--- src/rtl/pcileech_ft601_pkg.sv ---
// Shared FT601 definitions: frame header layout, idle filler word and framer states.
package pcileech_ft601_pkg;

  localparam logic [15:0] FT601_HDR_MAGIC = 16'hEFFF;
  localparam logic [31:0] FT601_IDLE_WORD = 32'h66665555;

  typedef enum logic [1:0] {
    COLLECT,
    HDR,
    PAYLOAD
  } ft601_framer_state_t;

  typedef struct packed {
    logic [15:0] magic;
    logic [12:0] rsvd;
    logic [2:0]  len;
  } ft601_hdr_t;

  // The magic prefix keeps a header distinct from FT601_IDLE_WORD.
  function automatic logic [31:0] ft601_make_hdr(input logic [2:0] len);
    ft601_hdr_t hdr;
    hdr.magic = FT601_HDR_MAGIC;
    hdr.rsvd  = '0;
    hdr.len   = len;
    return hdr;
  endfunction

endpackage

--- src/rtl/pcileech_ft601_tx_framer.sv ---
// Groups the TX word stream into header+payload frames and feeds the FT601
// controller one word per cycle in which it requests data.
module pcileech_ft601_tx_framer
  import pcileech_ft601_pkg::*;
#(
  parameter int MAX_PAYLOAD = 7,
  parameter int TIMEOUT     = 64
) (
  input  logic        clk,
  input  logic        rst_n,
  input  logic [31:0] s_data,
  input  logic        s_valid,
  output logic        s_ready,
  input  logic        flush,
  output logic [31:0] din,
  output logic        din_wr_en,
  input  logic        din_req_data,
  output logic        busy
);

  localparam logic [3:0] MAX_CNT   = 4'(MAX_PAYLOAD);
  localparam logic [7:0] IDLE_LAST = 8'(TIMEOUT - 1);
  localparam logic [7:0] IDLE_SAT  = 8'(TIMEOUT);

  ft601_framer_state_t state;
  logic [31:0] buf_mem [8];
  logic [3:0]  buf_cnt;
  logic [2:0]  rd_idx;
  logic [7:0]  idle_cnt;

  logic        accept;
  logic [3:0]  cnt_next;
  logic        close_frame;
  logic        last_word;

  // Upstream handshake: a word transfers on a rising edge where s_valid and
  // s_ready are both high; s_valid may not depend on s_ready.
  assign accept   = (state == COLLECT) && s_valid && s_ready;
  assign cnt_next = buf_cnt + {3'b000, accept};

  // A word accepted in the closing cycle is counted into the closing frame.
  assign close_frame = (state == COLLECT) &&
                       ((cnt_next == MAX_CNT) ||
                        ((buf_cnt != 4'd0) && (idle_cnt == IDLE_LAST)) ||
                        (flush && (cnt_next != 4'd0)));

  assign last_word = ({1'b0, rd_idx} == (buf_cnt - 4'd1));

  // Payload storage carries no reset; buf_cnt alone decides what is valid.
  always_ff @(posedge clk) begin
    if (accept) begin
      buf_mem[buf_cnt[2:0]] <= s_data;
    end
  end

  always_ff @(posedge clk or negedge rst_n) begin
    if (!rst_n) begin
      state     <= COLLECT;
      buf_cnt   <= 4'd0;
      rd_idx    <= 3'd0;
      idle_cnt  <= 8'd0;
      din       <= 32'd0;
      din_wr_en <= 1'b0;
      s_ready   <= 1'b0;
      busy      <= 1'b0;
    end else begin
      din_wr_en <= 1'b0;
      case (state)
        COLLECT: begin
          if (accept) begin
            buf_cnt  <= cnt_next;
            idle_cnt <= 8'd0;
          end else if ((buf_cnt != 4'd0) && (idle_cnt != IDLE_SAT)) begin
            idle_cnt <= idle_cnt + 8'd1;
          end
          // While collecting, buf_cnt only reaches MAX_CNT in a closing cycle,
          // so s_ready simply tracks whether the frame stays open.
          if (close_frame) begin
            state   <= HDR;
            s_ready <= 1'b0;
            busy    <= 1'b1;
          end else begin
            s_ready <= 1'b1;
          end
        end
        HDR: begin
          if (din_req_data) begin
            din       <= ft601_make_hdr(buf_cnt[2:0]);
            din_wr_en <= 1'b1;
            rd_idx    <= 3'd0;
            state     <= PAYLOAD;
          end
        end
        PAYLOAD: begin
          if (din_req_data) begin
            din       <= buf_mem[rd_idx];
            din_wr_en <= 1'b1;
            if (last_word) begin
              buf_cnt  <= 4'd0;
              idle_cnt <= 8'd0;
              rd_idx   <= 3'd0;
              state    <= COLLECT;
              s_ready  <= 1'b1;
              busy     <= 1'b0;
            end else begin
              rd_idx <= rd_idx + 3'd1;
            end
          end
        end
        default: begin
          state <= COLLECT;
        end
      endcase
    end
  end

endmodule

--- config.mk ---
export PLATFORM = sky130hd
export DESIGN_NAME = pcileech_ft601_tx_framer
export DESIGN_NICKNAME = d
export VERILOG_FILES = /design/src/rtl/pcileech_ft601_pkg.sv /design/src/rtl/pcileech_ft601_tx_framer.sv
export SDC_FILE = /design/constraint.sdc
export NUM_CORES = 1
export LEC_CHECK = 0
export BUFFER_PORTS_ARGS = -buffer_cell sky130_fd_sc_hd__buf_2
export CELL_PAD_IN_SITES_DETAIL_PLACEMENT = 1
export CELL_PAD_IN_SITES_GLOBAL_PLACEMENT = 1
export CORE_ASPECT_RATIO = 0.8
export CORE_MARGIN = 3
export CORE_UTILIZATION = 57
export CTS_CLUSTER_SIZE = 24
export DETAILED_ROUTE_END_ITERATION = 7
export PLACE_DENSITY = 0.93
export SLEW_MARGIN = 20
export SYNTH_ARGS = -nofsm -noshare
export SYNTH_HDL_FRONTEND = slang
export SYNTH_SLANG_ARGS = --single-unit
--- constraint.sdc ---
create_clock -name clk -period 11.2 [get_ports clk]
set_input_delay 0.56 -clock clk [delete_from_list [all_inputs] [get_ports clk]]
set_output_delay 0.56 -clock clk [all_outputs]
set_load 0.1 [all_outputs]
; Yosys cells after proc, flatten, opt, wreduce, memory -nomap -nowiden
; Memories as Yosys holds them, arrays and structs flattened.
; Index checks and enable logic that the tools add are counted.
[op_classes]
n_addsub = 4
n_eq_ne = 12
mux = 33
reduce_logical = 20
[op_table]
columns = cell, count
row1 = two-way mux 32 bit, 2
row2 = one-hot mux 32 bit (2 select lines), 1
row3 = two-way mux 8 bit, 4
row4 = one-hot mux 8 bit (2 select lines), 1
row5 = AND reduction 4 bit, 4
row6 = two-way mux 4 bit, 3
row7 = two-way mux 1 bit, 10
row8 = "!= test 2 bit, second input constant", 5
row9 = two-way mux 3 bit, 3
row10 = "adder 8 x 1 -> 8 bit, second input constant", 1
row11 = "equality test 8 x 6 -> 1 bit, second input constant", 1
row12 = two-way mux 2 bit, 4
row13 = "!= test 8 x 7 -> 1 bit, second input constant", 1
row14 = one-hot mux 4 bit (2 select lines), 1
row15 = nonzero test 4 bit, 2
row16 = logical AND 1 bit, 6
row17 = one-hot mux 2 bit (3 select lines), 1
row18 = one-hot mux 3 bit (2 select lines), 1
row19 = AND reduction 3 bit, 2
row20 = adder 4 x 1 -> 4 bit, 1
row21 = equality test 3 x 4 -> 1 bit, 1
row22 = "equality test 4 x 3 -> 1 bit, second input constant", 1
row23 = one-hot mux 1 bit (2 select lines), 2
row24 = nonzero test 2 bit, 2
row25 = 8 further kinds, 9
[totals]
register_bits = 52
ram_bits = 256
input_bits = 37
output_inout_bits = 35
wordCells = 78
n_memories = 1
[mem_list]
columns = memory, depth, word_bits, read_ports, rd_ports_with_merged_regs, write_ports, line_no
row1 = buf_mem, 8, 32, 1, 0, 1, pcileech_ft601_tx_framer.sv:26  ; logic [31:0] buf_mem [8];

; Logic depth before layout (Yosys ltp)
[logic_depth]
word_depth = 10
mapped_depth = 11
ltp_nobuf = 11

; Worst setup path before layout
; Ideal clock, no wire load.
[synth_timing]
path_kind = register -> register
start = register s_ready
end = memory buf_mem[1][0] (enable)
setup_time_ns = 0.461
arrival_ns = 3.724
required_time_ns = 10.739
path_slack_ns = 7.015
stages_incl_launch_ff = 5
path_buffers = 0
synth_period_minus_slack_ns = 4.185
cell_sequence = dfrtp_1 -> nand2_1 -> nor2_1 -> nand2_1 -> nor3_1
[synth_via]
elab_chain_len = 3
[synth_rtl]
columns = element, line_no
row1 = "start, declared", pcileech_ft601_tx_framer.sv:13  ; output logic s_ready,
row2 = "start signal, assigned", pcileech_ft601_tx_framer.sv:64  ; s_ready <= 1'b0;
row3 = "start signal, assigned", pcileech_ft601_tx_framer.sv:80  ; s_ready <= 1'b0;
row4 = "start signal, assigned", pcileech_ft601_tx_framer.sv:83  ; s_ready <= 1'b1;
row5 = logical AND 1 bit, pcileech_ft601_tx_framer.sv:38  ; assign accept = (state == COLLECT) && s_valid && s_ready;
row6 = two-way mux 1 bit, pcileech_ft601_tx_framer.sv:51  ; if (accept) begin
row7 = two-way mux 1 bit (implied by the code), pcileech_ft601_tx_framer.sv:52  ; buf_mem[buf_cnt[2:0]] <= s_data;
row8 = "end, declared", pcileech_ft601_tx_framer.sv:26
; Every way passes these cells.

; Final worst setup path
[layout_timing]
start = register state[0]
end = register state[1]
[layout_via]
elab_chain_len = 10
elab_cells_between_ends = 18
cone_classes = add/sub: 1 / eq/ne: 7 / mux: 1 / reduce/logical: 9
[layout_rtl]
columns = element, line_no
row1 = "start, declared", pcileech_ft601_tx_framer.sv:25  ; ft601_framer_state_t state;
row2 = "start signal, assigned", pcileech_ft601_tx_framer.sv:58  ; state <= COLLECT;
row3 = "start signal, assigned", pcileech_ft601_tx_framer.sv:79  ; state <= HDR;
row4 = "start signal, assigned", pcileech_ft601_tx_framer.sv:91  ; state <= PAYLOAD;
row5 = zero test 2 bit, "pcileech_ft601_tx_framer.sv:38, pcileech_ft601_tx_framer.sv:42, pcileech_ft601_tx_framer.sv:68"
row6 = logical AND 1 bit (2 in series), pcileech_ft601_tx_framer.sv:38
row7 = adder 4 x 1 -> 4 bit, pcileech_ft601_tx_framer.sv:39  ; assign cnt_next = buf_cnt + {3'b000, accept};
row8 = equality test 4 x 3 -> 1 bit / nonzero test 4 bit (equally long branches), "pcileech_ft601_tx_framer.sv:43, pcileech_ft601_tx_framer.sv:45"
row9 = logical OR 1 bit / logical AND 1 bit (equally long branches), "pcileech_ft601_tx_framer.sv:43, pcileech_ft601_tx_framer.sv:45"
row10 = logical OR 1 bit, pcileech_ft601_tx_framer.sv:44  ; ((buf_cnt != 4'd0) && (idle_cnt == IDLE_LAST)) ||
row11 = logical AND 1 bit, pcileech_ft601_tx_framer.sv:42  ; assign close_frame = (state == COLLECT) &&
row12 = != test 2 bit (no line), --
row13 = AND reduction 4 bit (no line), --
; Parallel ways exist; a longest one is shown, timed or not.
; A chain may end at the register's enable or synchronous reset.

==> run_results.csv <==
group,metric,value,unit
run_status,status,"finished, final reports clean",
power,p_seq_share,41.3,%
logic_synthesis,yosys.area.top_type,"edfxtp_1",
floorplan,start_util,58.55,%
power,p_int,2.215,mW
critical_path,end_kind,"flip-flop",
cts,cts_tree,"yes",
placed_design,gp_congestion,0.8468,
placed_design,place.port_buffers,71,
critical_path,path_buf_inv,2,
power,ir_drop,0.0001681,V
logic_synthesis,synth_seq_area_share,73.75,%
placed_design,dpl.cell_count,973,
cells_and_area,layoutNonFillerInstCount,1029,
detailed_routing,dr.pass1.iters,4,
power,clkPwrFrac,28.2,%
detailed_routing,drt-total-wl,30040,um
floorplan,die_h,136.8,um
logic_synthesis,synth_area_leaders,"edfxtp_1 (63%), mux4_2 (12%), dfrtp_1 (11%)",
cells_and_area,syn2layout_area_growth,13.62,%
critical_path,crit_cells,10,
global_routing,grt_pass1_vias,7039,
timing,finalHoldViolCount,0,
logic_synthesis,synth_top_area_share,63.07,%
floorplan,die-area,23180,sq um
hold_path,hold_class,"in2async",
critical_path,start_kind,"flip-flop",
global_routing,use_met3,4.332,%
detailed_routing,drtIter0Drc,680,
floorplan,fp.coreArea,20820,sq um
logic_synthesis,synth_top_flop_cell,"edfxtp_1",
detailed_routing,vias,6535,
power,power,3.470,mW
timing,setup_tns,0,ns
timing,drv_slew,0,
power,p_per_area,250.6,nW/um^2
timing,period_share,28.45,%
job,cap_viol_max_count,0,
cts,cts_num_sinks,308,
cells_and_area,layout_commonest_cell,"edfxtp_1",
logic_synthesis,syn_area,12190,sq um
timing,finalCriticalPeriod,3.186,ns
cts,cts.clk_slew.worst_paths,0.07,ns
floorplan,num_io_pins,72,
floorplan,dieWidth,169.5,um
critical_path,crit_path_max_incr_delay,0.46,ns
timing,grt_setup_unrepaired,"no",
cts,cts-root-buf,"clkbuf_16",
cells_and_area,drive_gt1_share,29.02,%
power,p_switching,1.255,mW
critical_path,reg2reg_depth,10,
power,p_comb_share,30.6,%
timing,clock_skew,0.01755,ns
global_routing,grt_max_degree,68,
detailed_routing,route.detailed.drc,0,
timing,setup_violations,0,
power,p_sw_share,36.16,%
timing,fmax,0.3138,GHz
detailed_routing,post_drt_wl_per_cell,29.20,um
global_routing,globalRouteMet1Util,34.82,%
logic_synthesis,avgSynthCellArea,18.78,sq um
critical_path,path_common_cell,"ha_1",
power,leakagePower,4.692,nW
timing,worst_slew_pin_slew,0.9904,ns
critical_path,required,11.63,ns
detailed_routing,vias_per_cell,6.351,
detailed_routing,postRouteAntennaNets,0,
logic_synthesis,ys_async_sr_fraction,16.88,%
cts,cts_resized,0,
cts,clock_latency,0.56,ns
timing,slew_headroom,33.97,%
global_routing,top_usage_layer,"met2",
placed_design,dp.final_hpwl,16790,um
cts,post_cts_buffers,0,
global_routing,grt_pass1_wl,43720,um
cells_and_area,mostFrequentLayoutCells,"edfxtp_1 (256), buf_2 (71), mux4_2 (64)",
cts,ctsHtreeMaxLevel,1,
critical_path,path_delay_family,"compound AO/OA/AOI/OAI gates",
critical_path,critical_path_class,"reg2reg",
floorplan,row_count,47,
cts,cts_hold_buf,0,
logic_synthesis,yosysUniqueCellTypes,52,
logic_synthesis,yosysWarnings,0,
cells_and_area,nets,783,
global_routing,antenna_found_initial,3,
critical_path,cp_max_fo,5,
cts,cts_made_buffers,29,
cts,clock_path_buffers,3,
critical_path,crit_chain,"inv_1, ha_1, inv_1, nor2_1, ha_1, ha_1, o41ai_1, o22ai_2, o32ai_2, mux2_1",
global_routing,grt_overflow,0,
global_routing,grtUsageMet2,43.19,%
critical_path,critical-path-slowest-cell,"o41ai_1",
logic_synthesis,synth-edff-count,256,
global_routing,track_usage,25.47,%
critical_path,arrival,3.62,ns
logic_synthesis,synth.ff_latch_count,308,
logic_synthesis,synthesis.nets,697,
logic_synthesis,synthCells,649,
## final timing paths
path,end,startpoint,slack (ns)
max reg2reg,state[1]$_DFFE_PN0P_,state[0]$_DFFE_PN0P_,8.01
min reg2reg,din[3]$_DFFE_PN0P_,din[3]$_DFFE_PN0P_,0.48
max,state[1]$_DFFE_PN0P_,state[0]$_DFFE_PN0P_,8.01
min in group clk,buf_mem[3][23]$_DFFE_PP_,s_data[23],0.27
max in group asynchronous,rd_idx[0]$_DFFE_PN0P_,rst_n,10.40
min,idle_cnt[4]$_DFFE_PN0P_,rst_n,0.15
## per-stage QoR
step                hold slack, ns  util (%)  setup slack (ns)  area, sq um
finish                      0.1517     66.52             8.014        13850
global route                0.1969     66.51             7.775        13850
CTS                         0.1920     66.50             8.017        13840
detailed placement          0.4665     61.92             8.059        12890
global placement            0.4637     61.92             8.292        12890
floorplan                   0.2644         -             7.015        12190
## cell usage after synthesis, drive strengths merged, types with 3 or more instances
cell / number
a21oi: 17
a31oi: 7
buf: 21
clkbuf: 9
dfrtp: 52
edfxtp: 256
ha: 11
inv: 14
mux2i: 35
mux4: 64
nand2: 41
nand3: 9
nor2: 22
nor2b: 17
nor3: 10
o21a: 3
o21ai: 26
o31ai: 3
## area by class of cell
cell class | count | area (sq um)
Timing Repair Buffer | 85 | 460.4
Fill cell | 1765 | 6969
Clock inverter | 16 | 132.6
Tap cell | 269 | 336.6
Inverter | 15 | 56.30
Multi-Input combinational cell | 296 | 3043
Clock buffer | 38 | 819.5
Antenna cell | 2 | 5.005
Sequential cell | 308 | 8995
## power groups by stage
| stage | logic, mW | registers [mW] | clock network (mW) |
|---|---|---|---|
| after floorplan | 0.532 | 1.72 | 0 |
| after global placement | 0.989 | 1.44 | 0 |
| after detailed placement | 1.04 | 1.45 | 0 |
| after CTS | 1.06 | 1.43 | 0.983 |
| after global routing | 1.12 | 1.45 | 1.04 |
| final | 1.06 | 1.43 | 0.978 |
## logic make-up (layout without fill, tap and decap cells)
group,after synthesis,after routing,synth area share [%]
AO/OA/AOI/OAI,75,75,4.086
XOR/XNOR,3,3,0.2772
adder cells (fa/ha/maj),11,11,1.129
buffers and inverters,45,154,1.766
flip-flops,308,308,73.75
multiplexers,101,101,14.89
other,0,2,0
AND/OR/NAND/NOR,106,106,4.106
## state kept, by name, indices dropped and copies added (netlist names)
register and cells:
buf_mem 256, din 32, idle_cnt 8, buf_cnt 4, rd_idx 3, state 2
busy 1, din_wr_en 1, s_ready 1
## routing by layer
metal | vias to the layer above | share of wire, %
met1 | 3451 | 40
met2 | 266 | 52
li1 | 2763 | -
met5 | - | 0.070
met4 | 4 | 1.9
met3 | 51 | 6.3
No activity file was read; power rests on OpenSTA's default activity.
